--- src/rtl/pair_code_pkg.sv ---
// Shared types and helpers for the pair-coded stream decoder.
// Each pair carries x = ~c ^ (a&b) and y = a&b.
package pair_code_pkg;

   typedef enum logic [1:0] {
      IDLE    = 2'd0,
      COLLECT = 2'd1,
      HOLD    = 2'd2
   } state_e;

   // x ^ y cancels the a&b term and leaves ~c.
   function automatic logic decode_c(input logic x, input logic y);
      return ~(x ^ y);
   endfunction

endpackage

--- src/rtl/pair_stream_decoder_if.sv ---
// Pair input stream and decoded frame output stream of the decoder.
// Handshake: a beat moves on a rising clk edge only when valid && ready are both high;
// the sender holds its payload while valid is high and ready is low.
interface pair_stream_decoder_if #(
   parameter int NBITS = 8
);
   logic             in_valid;
   logic             in_sof;
   logic             in_x;
   logic             in_y;
   logic             in_ready;
   logic             out_valid;
   logic             out_ready;
   logic [NBITS-1:0] out_c;
   logic [NBITS-1:0] out_and;
   logic             err_restart;

   modport master (
      output in_valid, in_sof, in_x, in_y, out_ready,
      input  in_ready, out_valid, out_c, out_and, err_restart
   );

   modport slave (
      input  in_valid, in_sof, in_x, in_y, out_ready,
      output in_ready, out_valid, out_c, out_and, err_restart
   );
endinterface

--- src/rtl/pair_bit_decode.sv ---
// Combinational decode of one coded pair into its c bit and a&b bit.
module pair_bit_decode
   import pair_code_pkg::*;
(
   input  logic x,
   input  logic y,
   output logic c,
   output logic and_bit
);
   assign c       = decode_c(x, y);
   assign and_bit = y;
endmodule

--- src/rtl/pair_stream_decoder.sv ---
// Collects NBITS decoded pairs (LSB first) into a frame and holds it until the consumer takes it.
// An early in_sof aborts the partial frame and restarts collection with a one-cycle err_restart.
module pair_stream_decoder
   import pair_code_pkg::*;
#(
   parameter int NBITS = 8
) (
   input  logic                    clk,
   input  logic                    rst_n,
   pair_stream_decoder_if.slave    bus,
   output state_e                  state
);
   localparam int            CW   = $clog2(NBITS + 1);
   localparam logic [CW-1:0] LAST = CW'(NBITS - 1);
   localparam logic [CW-1:0] FULL = CW'(NBITS);

   logic [CW-1:0]    count;
   logic [NBITS-1:0] c_reg;
   logic [NBITS-1:0] and_reg;
   logic [NBITS-1:0] bit_mask;
   logic             dec_c;
   logic             dec_and;
   logic             in_ready_r;
   logic             out_valid_r;
   logic             err_r;
   logic             take;

   pair_bit_decode u_decode (
      .x       (bus.in_x),
      .y       (bus.in_y),
      .c       (dec_c),
      .and_bit (dec_and)
   );

   assign take     = bus.in_valid && in_ready_r;
   assign bit_mask = {{(NBITS-1){1'b0}}, 1'b1} << count;

   always_ff @(posedge clk or negedge rst_n) begin
      if (!rst_n) begin
         state       <= IDLE;
         count       <= '0;
         c_reg       <= '0;
         and_reg     <= '0;
         in_ready_r  <= 1'b1;
         out_valid_r <= 1'b0;
         err_r       <= 1'b0;
      end else begin
         err_r <= 1'b0;
         unique case (state)
            IDLE: begin
               if (take && bus.in_sof) begin
                  c_reg   <= {{(NBITS-1){1'b0}}, dec_c};
                  and_reg <= {{(NBITS-1){1'b0}}, dec_and};
                  count   <= CW'(1);
                  state   <= COLLECT;
               end
            end
            COLLECT: begin
               if (take) begin
                  if (bus.in_sof) begin
                     c_reg   <= {{(NBITS-1){1'b0}}, dec_c};
                     and_reg <= {{(NBITS-1){1'b0}}, dec_and};
                     count   <= CW'(1);
                     err_r   <= 1'b1;
                  end else begin
                     c_reg   <= (c_reg & ~bit_mask) | (bit_mask & {NBITS{dec_c}});
                     and_reg <= (and_reg & ~bit_mask) | (bit_mask & {NBITS{dec_and}});
                     count   <= count + CW'(1);
                     if (count == LAST) begin
                        state       <= HOLD;
                        in_ready_r  <= 1'b0;
                        out_valid_r <= 1'b1;
                     end
                  end
               end
            end
            HOLD: begin
               // Release takes a whole cycle so a new frame never starts on the handshake edge.
               if (bus.out_ready) begin
                  state       <= IDLE;
                  count       <= '0;
                  c_reg       <= '0;
                  and_reg     <= '0;
                  in_ready_r  <= 1'b1;
                  out_valid_r <= 1'b0;
               end
            end
            default: begin
               state       <= IDLE;
               count       <= '0;
               in_ready_r  <= 1'b1;
               out_valid_r <= 1'b0;
            end
         endcase
      end
   end

   // Shift registers hold partial frames while collecting; mask them off the bus until valid.
   assign bus.in_ready    = in_ready_r;
   assign bus.out_valid   = out_valid_r;
   assign bus.out_c       = c_reg & {NBITS{out_valid_r}};
   assign bus.out_and     = and_reg & {NBITS{out_valid_r}};
   assign bus.err_restart = err_r;

   // count only reaches FULL while holding a complete frame.
   logic unused_full;
   assign unused_full = (count == FULL);

endmodule

--- src/flat_wrapper.sv ---
// flat-port wrapper written by rule: the top's interface ports become plain ports
module pair_stream_decoder_flat import pair_code_pkg::*;
#(
   parameter int NBITS = 8
)
  (clk, rst_n, state, bus_in_valid, bus_in_sof, bus_in_x, bus_in_y, bus_out_ready, bus_in_ready, bus_out_valid, bus_out_c, bus_out_and, bus_err_restart);
  pair_stream_decoder_if #(.NBITS(NBITS)) bus_i ();
  input  logic clk;
  input  logic rst_n;
  output state_e state;
  input wire logic [$bits(bus_i.in_valid)-1:0] bus_in_valid;
  input wire logic [$bits(bus_i.in_sof)-1:0] bus_in_sof;
  input wire logic [$bits(bus_i.in_x)-1:0] bus_in_x;
  input wire logic [$bits(bus_i.in_y)-1:0] bus_in_y;
  input wire logic [$bits(bus_i.out_ready)-1:0] bus_out_ready;
  output wire logic [$bits(bus_i.in_ready)-1:0] bus_in_ready;
  output wire logic [$bits(bus_i.out_valid)-1:0] bus_out_valid;
  output wire logic [$bits(bus_i.out_c)-1:0] bus_out_c;
  output wire logic [$bits(bus_i.out_and)-1:0] bus_out_and;
  output wire logic [$bits(bus_i.err_restart)-1:0] bus_err_restart;
  assign bus_i.in_valid = bus_in_valid;
  assign bus_i.in_sof = bus_in_sof;
  assign bus_i.in_x = bus_in_x;
  assign bus_i.in_y = bus_in_y;
  assign bus_i.out_ready = bus_out_ready;
  assign bus_in_ready = bus_i.in_ready;
  assign bus_out_valid = bus_i.out_valid;
  assign bus_out_c = bus_i.out_c;
  assign bus_out_and = bus_i.out_and;
  assign bus_err_restart = bus_i.err_restart;
  pair_stream_decoder #(.NBITS(NBITS)) u_core (.clk(clk), .rst_n(rst_n), .bus(bus_i), .state(state));
endmodule
--- config.mk ---
export PLATFORM = sky130hd
export DESIGN_NAME = pair_stream_decoder_flat
export DESIGN_NICKNAME = d
export VERILOG_FILES = /design/src/rtl/pair_code_pkg.sv /design/src/rtl/pair_stream_decoder_if.sv /design/src/rtl/pair_bit_decode.sv /design/src/rtl/pair_stream_decoder.sv /design/src/flat_wrapper.sv
export SDC_FILE = /design/constraint.sdc
export NUM_CORES = 1
export LEC_CHECK = 0
export ABC_CLOCK_PERIOD_IN_PS = 3360
export CAP_MARGIN = 20
export CORE_MARGIN = 1
export CORE_UTILIZATION = 45
export DETAILED_ROUTE_END_ITERATION = 6
export GPL_TIMING_DRIVEN = 0
export PLACE_DENSITY = 0.7
export SLEW_MARGIN = 30
export SYNTH_ARGS = -nofsm -noshare
export SYNTH_HDL_FRONTEND = slang
export SYNTH_SLANG_ARGS = --single-unit
--- constraint.sdc ---
create_clock -name clk -period 3.36 [get_ports clk]
set_input_delay 0.672 -clock clk [delete_from_list [all_inputs] [get_ports clk]]
set_output_delay 0.672 -clock clk [all_outputs]
set_load 0.05 [all_outputs]
* Word level (Yosys, flattened, before mapping) *
Cells that the tools add are included.
Widths: inputs -> output; s select.

word-level totals
  flip-flop bits (word level) = 25
  bits of input ports = 7
  output and inout bits = 21
  word-level logic and storage cells = 70

operators by class
  $add $sub $neg = 1
  eq/ne operators = 8
  shifts and indexed selects = 1
  muxes and demuxes = 33
  bitwise logic cells = 12
  reductions and logical operators = 8

operator list
  operator             number
  $mux 8               7
  $and 8x8->8          6
  $pmux 8 s3           2
  $mux 4               4
  $or 8x8->8           2
  $pmux 4 s3           1
  $mux 1               11
  $mux 2               5
  $reduce_and 5->1     2
  $not 8->8            1
  $shl 1x4->8 const A  1
  $ne 2x1->1 const B   3
  $pmux 1 s3           2
  $pmux 2 s3           1
  $add 4x1->4 const B  1
  $eq 4x3->1 const B   1
  $ne 2x2->1 const B   2
  $reduce_and 4->1     1
  $reduce_and 3->1     1
  $reduce_bool 3->1    1
  $eq 2x1->1 const B   1
  $eq 2x2->1 const B   1
  $logic_and 1x1->1    2
  $logic_not 2->1      1
  2 further kinds      3

* Longest topological paths before layout *
Gate-level depths: netlist (run 1).

  depth in word-level cells = 7
  depth in mapped cells = 7
  mapped depth without buffers = 6

* Cells and area by module *
Synthesis (run 1) repeated with hierarchy kept, for this count alone.

unflattened totals
  cells, all modules = 155
  area, all modules = 1,406.3 um2

by module, submodules not included
  module               times used  cells an instance  area an instance (um2)  sequential area each (um2)
  pair_stream_decoder  1           153                1,390.1                 626.9
  pair_bit_decode      1           2                  16.3                    0.0

* Worst setup path after synthesis (run 1) *
No wires, ideal clock.

  path type = reg2reg
  start = reg u_core.state[1]
  end = reg u_core.and_reg[1]
  library setup time = 0.128 ns
  arrival time = 2.052 ns
  required time = 3.232 ns
  setup slack = 1.180 ns
  stages on the path, launching flop included = 7
  path buffers = 0
  period minus slack after synthesis = 2.180 ns
  cell sequence = dfrtp_1 -> inv_1 -> ha_1 -> a21boi_2 -> a2111oi_4 -> o21ai_0 -> o2bb2ai_1

on the way
  word-level cells in the longest chain between the ends = 3
  elaborated cells on any way between the ends = 9
  those cells by class = 5 x eq/ne; 1 x mux; 3 x reduce/logical

RTL lines
  what                                                line                       text
  from (decl)                                         pair_stream_decoder.sv:11  output state_e state
  from (signal assigned)                              pair_stream_decoder.sv:40  state <= IDLE;
  from (signal assigned)                              pair_stream_decoder.sv:55  state <= COLLECT;
  from (signal assigned)                              pair_stream_decoder.sv:70  state <= HOLD;
  $eq 2x1->1, or another cell as far along            pair_stream_decoder.sv:49  unique case (state)
  $ne 2x1->1 (no line), or another cell as far along  n/a
  $reduce_and 4->1 (no line)                          n/a
  to (signal assigned)                                pair_stream_decoder.sv:53  and_reg <= {{(NBITS-1){1'b0}}, dec_and};
  to (signal assigned)                                pair_stream_decoder.sv:62  and_reg <= {{(NBITS-1){1'b0}}, dec_and};
  to (signal assigned)                                pair_stream_decoder.sv:67  and_reg <= (and_reg & ~bit_mask) | (bit_mask & {NBITS{dec_and}});
  to (decl)                                           pair_stream_decoder.sv:19  logic [NBITS-1:0] and_reg;

Several ways; a longest one is shown, not always the timed one.
A chain may end at the register's enable or synchronous reset.

* Final worst setup path (run 1) *
  start = reg u_core.out_valid_r, in the netlist u_core.bus.out_valid
  end = out bus_out_and[3]

on the way
  word-level cells in the longest chain between the ends = 1

RTL lines
  what                    line                        text
  from (decl)             pair_stream_decoder.sv:24   logic out_valid_r;
  from (signal assigned)  pair_stream_decoder.sv:45   out_valid_r <= 1'b0;
  from (signal assigned)  pair_stream_decoder.sv:72   out_valid_r <= 1'b1;
  from (signal assigned)  pair_stream_decoder.sv:85   out_valid_r <= 1'b0;
  $and 8x8->8             pair_stream_decoder.sv:102  assign bus.out_and = and_reg & {NBITS{out_valid_r}};
  to (decl)               flat_wrapper.sv:19          output wire logic [$bits(bus_i.out_and)-1:0] bus_out_and;

No other way between the ends.

==> results of run 1 <==
==> layout by cell type, fill, tap and decap left out, drive strengths merged <==
master and instances:
a211oi 2, a222oi 1, a32o 3, a21o 2, a21oi 2, nor2 3, nand2b 1, o2bb2ai 14
nor3 2, a21boi 1, buf 2, a31o 1, nor2b 3, o21ai 12, and2b 1, o21a 1
mux2i 1, or2b 1, nor3b 2, dfrtp 24, clkdlybuf4s50 26, nand2 10, clkbuf 6, nand3 4
xor2 1, a2111oi 1, nor4b 1, and2 24, mux2 2, dfstp 1, ha 9, nand4 3
inv 6
==> Yosys cell counts, drive strengths merged <==
master / n / area share (%)
nor2: 3 / 0.75
nor2b: 3 / 1.3
inv: 6 / 1.5
a21oi: 2 / 0.67
xor2: 1 / 0.59
buf: 1 / 0.50
nor3: 2 / 0.67
or2b: 1 / 0.50
and2b: 1 / 0.59
nand2: 10 / 2.5
o21a: 1 / 0.50
a21boi: 1 / 0.75
nand4: 3 / 2.3
a211oi: 2 / 2.2
a31o: 1 / 0.59
ha: 9 / 7.5
a2111oi: 1 / 1.8
o2bb2ai: 14 / 8.2
mux2i: 1 / 0.67
a21o: 2 / 1.0
a32o: 3 / 2.0
mux2: 2 / 1.5
nand2b: 1 / 0.42
dfstp: 1 / 1.8
o21ai: 12 / 4.3
nor3b: 2 / 1.0
a222oi: 1 / 0.67
nor4b: 1 / 0.59
clkbuf: 2 / 0.58
nand3: 4 / 1.7
dfrtp: 24 / 40
and2: 24 / 10
==> worst max-delay path by stage <==
stage	end	slack, ns	cells past startpoint
finish	bus_out_and[3]	0.63	3
global placement	u_core.and_reg[4]$_DFFE_PN0P_	0.81	5
CTS	bus_out_and[3]	0.59	3
global route	bus_out_and[3]	0.44	3
detailed placement	u_core.and_reg[4]$_DFFE_PN0P_	0.81	5
floorplan	u_core.and_reg[1]$_DFFE_PN0P_	1.18	6
==> metal layers <==
metal / up-vias / part of all wire, %
met5: - / 0
met4: 0 / 0.57
met3: 2 / 2.4
met2: 18 / 47
met1: 547 / 50
li1: 573 / -
==> report_power, final <==
group	internal [µW]	switching, µW	leakage (µW)
clock network	46.4	89.7	0.0000150
logic	8.16	10.4	0.000403
registers	303	0.891	0.000336
total	357	101	0.000754
==> final cells by class <==
type,count,area share (%)
Inverter,6,1.22
Multi-Input combinational cell,108,45.1
Buffer,3,0.883
Tap cell,44,2.99
Timing Repair Buffer,27,14.4
Sequential cell,25,34.0
Clock buffer,4,1.43
==> worst max-delay path, delay by kind of cell (launching register included) <==
kind	cells	cell delay, ns
simple gates	1	0.17
buf+inv	2	1.08
flops	1	0.48
==> metrics by stage <==
| step | hold slack, ns | total power, µW | cells | instance area (µm²) |
|---|---|---|---|---|
| final | 0.322 | 458 | 217 | 1840 |
| after global routing | 0.347 | 479 | 217 | 1840 |
| after CTS | 0.348 | 461 | 217 | 1840 |
| after detailed placement | 0.468 | 328 | 213 | 1820 |
| after global placement | 0.463 | 329 | 213 | 1820 |
| after floorplan | 0.376 | 314 | 142 | 1500 |
==> cell families after synthesis <==
group	Yosys count	synth area share, %
xor+xnor	1	0.585
fa+ha+maj	9	7.53
simple gates	55	22.6
mux	3	2.17
flops	25	41.9
compound gates	40	22.7
buf+inv	9	2.59
==> metrics.yaml, run 1 <==
firstDrtPassIters: 4
core_um2: 3100
report.final.slew_viol_count: 0
p_leak_uw: 0.000754
dr.first_iter.drc_count: 34
cts_buffers: 3
synth_nets: 158
yosysSeqAreaShare_pct: 41.9
use_met3_pct: 2.60
fillCellCount: 303
gr-usage-all-layers_pct: 19.7
drive_above_1_share_pct: 12.7
path_cells: "clkbuf_1, and2_1, clkdlybuf4s50_1"
place_congestion: 0.883
critPathLaunch: "u_core.bus.out_valid$_DFFE_PN0P_"
row_count: 20
cp-start-kind: "register"
clk_pin_slew_ns: 0.14
initial_utilization_pct: 48.2
use_met1_pct: 27.5
grt_pass1_wl_um: 5220
min_path_type: "in2async"
wl_per_cell_um: 13.6
postRouteAntennaNets: 0
die_w_um: 59.7
clockRootBuffer: "clkbuf_4"
wl_um: 2960
timing.final.hold_violations: 0
fp.dieArea_um2: 3560
antenna_found_initial: 0
setup_viol: 0
dpl_worst_slack_ns: 0.811
dp_hpwl_um: 2250
fin_nets: 190
cts_resized: 0
vias_per_cell: 5.25
slowest_delay_ns: 0.79
rrSetupSlack_ns: 1.16
antenna_cells: 0
r2r_cells: 6
ir_drop_mv: 0.132
syn_inst: 142
fin_crit_ns: 2.73
grt-ovfl-total: 0
cp_data_required_time_ns: 2.69
post-route-period-util_pct: 81.3
critical_path_arrival_ns: 2.06
numClockSinks: 25
fin_skew_ns: 0.00618
cpMaxStageDelayCell: "clkdlybuf4s50_1"
clk_latency_ns: 0.32
portBuffers: 27
grt_setup_unrepaired: "false"
tightest_slew_ns: 0.553
multi_input_area_um2: 831
timing_worst_setup_path_type: "reg2out"
vias: 1140
setup_tns_ns: 0
syn-cell-area_um2: 1500
area_growth_pct: 23.2
dieHeight_um: 59.7
grt_max_degree: 26
status: "finished, final reports clean"
drv_cap: 0
r2r-end: "u_core.c_reg[5]$_DFFE_PN0P_"
powerDensity_nw_per_um2: 249
ios: 28
htreeDepth: 1
fmax_mhz: 366
synth_cell_type_count: 39
fin_util_pct: 59.4
post-cts-setup-buffers: 0
relSlewSlack_pct: 63.1
top_usage_layer: "met2"
endpoint_kind: "primary output"
met2_usage_pct: 31.4
regArea_um2: 627
fin_ws_ns: 0.628
synth_warnings: 0
worstPathMaxFanout: 10
avgSynthCellArea_um2: 10.5
synth-seq-cells: 25
cts_tree: "done"
postCtsHoldBufs: 0
grt_pass1_vias: 1124
r2r-start: "u_core.state[1]$_DFFE_PN0P_"
cts_buffer_depth: 2
drc: 0
Power figures use the tool's default switching activity.
==> run 2: changes to the inputs <==
ABC_CLOCK_PERIOD_IN_PS = 2800   (was 3360)
clock period = 2.8 ns   (was 3.36 ns; I/O delays follow)
==> metrics.yaml, run 2 (synthesis results as in run 1) <==
postCtsHoldBufs: 0  # unchanged
drv_cap: 0  # unchanged
path_cells: "clkbuf_1, and2_1, clkdlybuf4s50_1"
ios: 28  # unchanged
powerDensity_nw_per_um2: 298  # +20%
cts_buffer_depth: 2  # unchanged
min_path_type: "in2async"
dieHeight_um: 59.7  # unchanged
relSlewSlack_pct: 63.5  # +0.41 points
grt_setup_unrepaired: "false"
worstPathMaxFanout: 10  # unchanged
finalInstanceArea_um2: 1850  # +0.14%
core_um2: 3100  # unchanged
grt_max_degree: 26  # unchanged
antenna_found_initial: 0  # unchanged
vias: 1137  # -0.26%
status: "finished, final reports clean"
setup_tns_ns: 0  # unchanged
initial_utilization_pct: 48.2  # unchanged
setup_viol: 0  # unchanged
htreeDepth: 1  # unchanged
dp_hpwl_um: 2250  # unchanged
clk_pin_slew_ns: 0.14  # about the same
cp-start-kind: "register"
fin_crit_ns: 2.61
ir_drop_mv: 0.159  # +20%
firstDrtPassIters: 4  # unchanged
clk_latency_ns: 0.32  # about the same
cp_top_family: "buffers and inverters"
wl_per_cell_um: 13.6  # -0.14%
wl_um: 2960  # -0.14%
portBuffers: 27  # unchanged
grt_pass1_vias: 1124  # unchanged
drive_above_1_share_pct: 12.7  # unchanged
multi_input_area_um2: 831  # unchanged
vias_per_cell: 5.24  # -0.26%
fmax_mhz: 382
timing.final.hold_violations: 0  # unchanged
cpMaxStageDelayCell: "clkdlybuf4s50_1"
endpoint_kind: "primary output"
report.final.slew_viol_count: 0  # unchanged
drc: 0  # unchanged
fin_skew_ns: 0.00538  # -0.000802 ns
die_w_um: 59.7  # unchanged
gr-usage-all-layers_pct: 19.7  # unchanged
mostFrequentLayoutCells: "clkdlybuf4s50_1, dfrtp_1, and2_1"
fillCellCount: 302  # -0.33%
post-route-period-util_pct: 93.4
place_congestion: 0.883  # unchanged
critical_path_arrival_ns: 2.05  # about the same
place_area_um2: 1820  # unchanged
clockRootBuffer: "clkbuf_4"
row_count: 20  # unchanged
postRouteAntennaNets: 0  # unchanged
grt_pass1_wl_um: 5220  # unchanged
p_leak_uw: 0.000773  # +2.5%
cp_data_required_time_ns: 2.24  # -0.45 ns
fin_ws_ns: 0.185  # -0.443 ns
slowest_delay_ns: 0.79  # about the same
dr.first_iter.drc_count: 33  # -2.9%
cts_buffers: 3  # unchanged
fp.dieArea_um2: 3560  # unchanged
dpl_worst_slack_ns: 0.363  # -0.448 ns
mostFrequentLayoutCell: "clkdlybuf4s50_1"
fin_nets: 190  # unchanged
regArea_um2: 627  # unchanged
area_growth_pct: 23.3
cts_tree: "done"
tightest_slew_ns: 0.547  # -0.00613 ns
crit_buf_inv: 2  # unchanged
antenna_cells: 0  # unchanged
grt-ovfl-total: 0  # unchanged
timing_worst_setup_path_type: "reg2out"
numClockSinks: 25  # unchanged
==> run 2: changes by cell type in the layout (fill, tap and decap cells not counted), sizes merged <==
cell	before	now
dlymetal6s2s	0	1
clkdlybuf4s50	26	25
==> run 2: routing by layer <==
layer,wire (µm),vias to the layer above,global-route usage (%),share of wire (%)
met1,1480,544,27.5,50
met2,1390,18,31.4,47
met4,17,0,6.64,0.57
met5,0,-,0,0
met3,71,2,2.60,2.4
li1,-,573,-,-
==> run 2: final timing paths <==
kind                            slack [ns]  cells after the start                               to                        startpoint
min in group clk                      0.50                      1      u_core.c_reg[1]$_DFFE_PN0P_       u_core.c_reg[1]$_DFFE_PN0P_
max in group asynchronous             2.22                      1  u_core.bus.in_ready$_DFFE_PN1P_                             rst_n
worst max register to register        0.60                      6      u_core.c_reg[5]$_DFFE_PN0P_       u_core.state[1]$_DFFE_PN0P_
worst min-delay path                  0.21                      1    u_core.and_reg[6]$_DFFE_PN0P_                             rst_n
worst min register to register        0.50                      1      u_core.c_reg[1]$_DFFE_PN0P_       u_core.c_reg[1]$_DFFE_PN0P_
worst max-delay path                  0.19                      3                   bus_out_and[4]  u_core.bus.out_valid$_DFFE_PN0P_
==> run 2: power breakdown <==
part	internal, µW	switching [µW]	leakage (µW)
Combinational	9.79	12.4	0.000422
Clock	55.7	108	0.0000150
Sequential	363	1.07	0.000336
==> run 2: worst register-to-register path, cell delays in order, from the launching register on <==
cell       delay, ns
dfrtp_1         0.43
inv_1           0.11
ha_1            0.36
nor2b_1         0.46
nand2_1         0.28
o21ai_0         0.31
o2bb2ai_1       0.16
==> run 2: per-stage QoR <==
step | total power (µW) | util, % | cells | hold slack (ns)
floorplan | 376 | - | 142 | 0.264
global placement | 394 | 58.7 | 213 | 0.463
detailed placement | 394 | 58.5 | 213 | 0.468
CTS | 554 | 59.4 | 217 | 0.236
global route | 574 | 59.5 | 217 | 0.235
finish | 550 | 59.5 | 217 | 0.206
==> run 2: area by class of cell <==
type	instances	area share [%]
clock buffers	4	1.42
multi-input cells	108	45.0
inverters	6	1.22
well taps	44	2.98
plain buffers	3	0.881
flip-flops and latches	25	34.0
repair buffers	27	14.5
==> run 2: repair_timing <==
action                                  4_1_cts  5_1_grt
endpoints found under the setup margin        0        1
resized for setup                             0        1
setup buffers                                 0        0
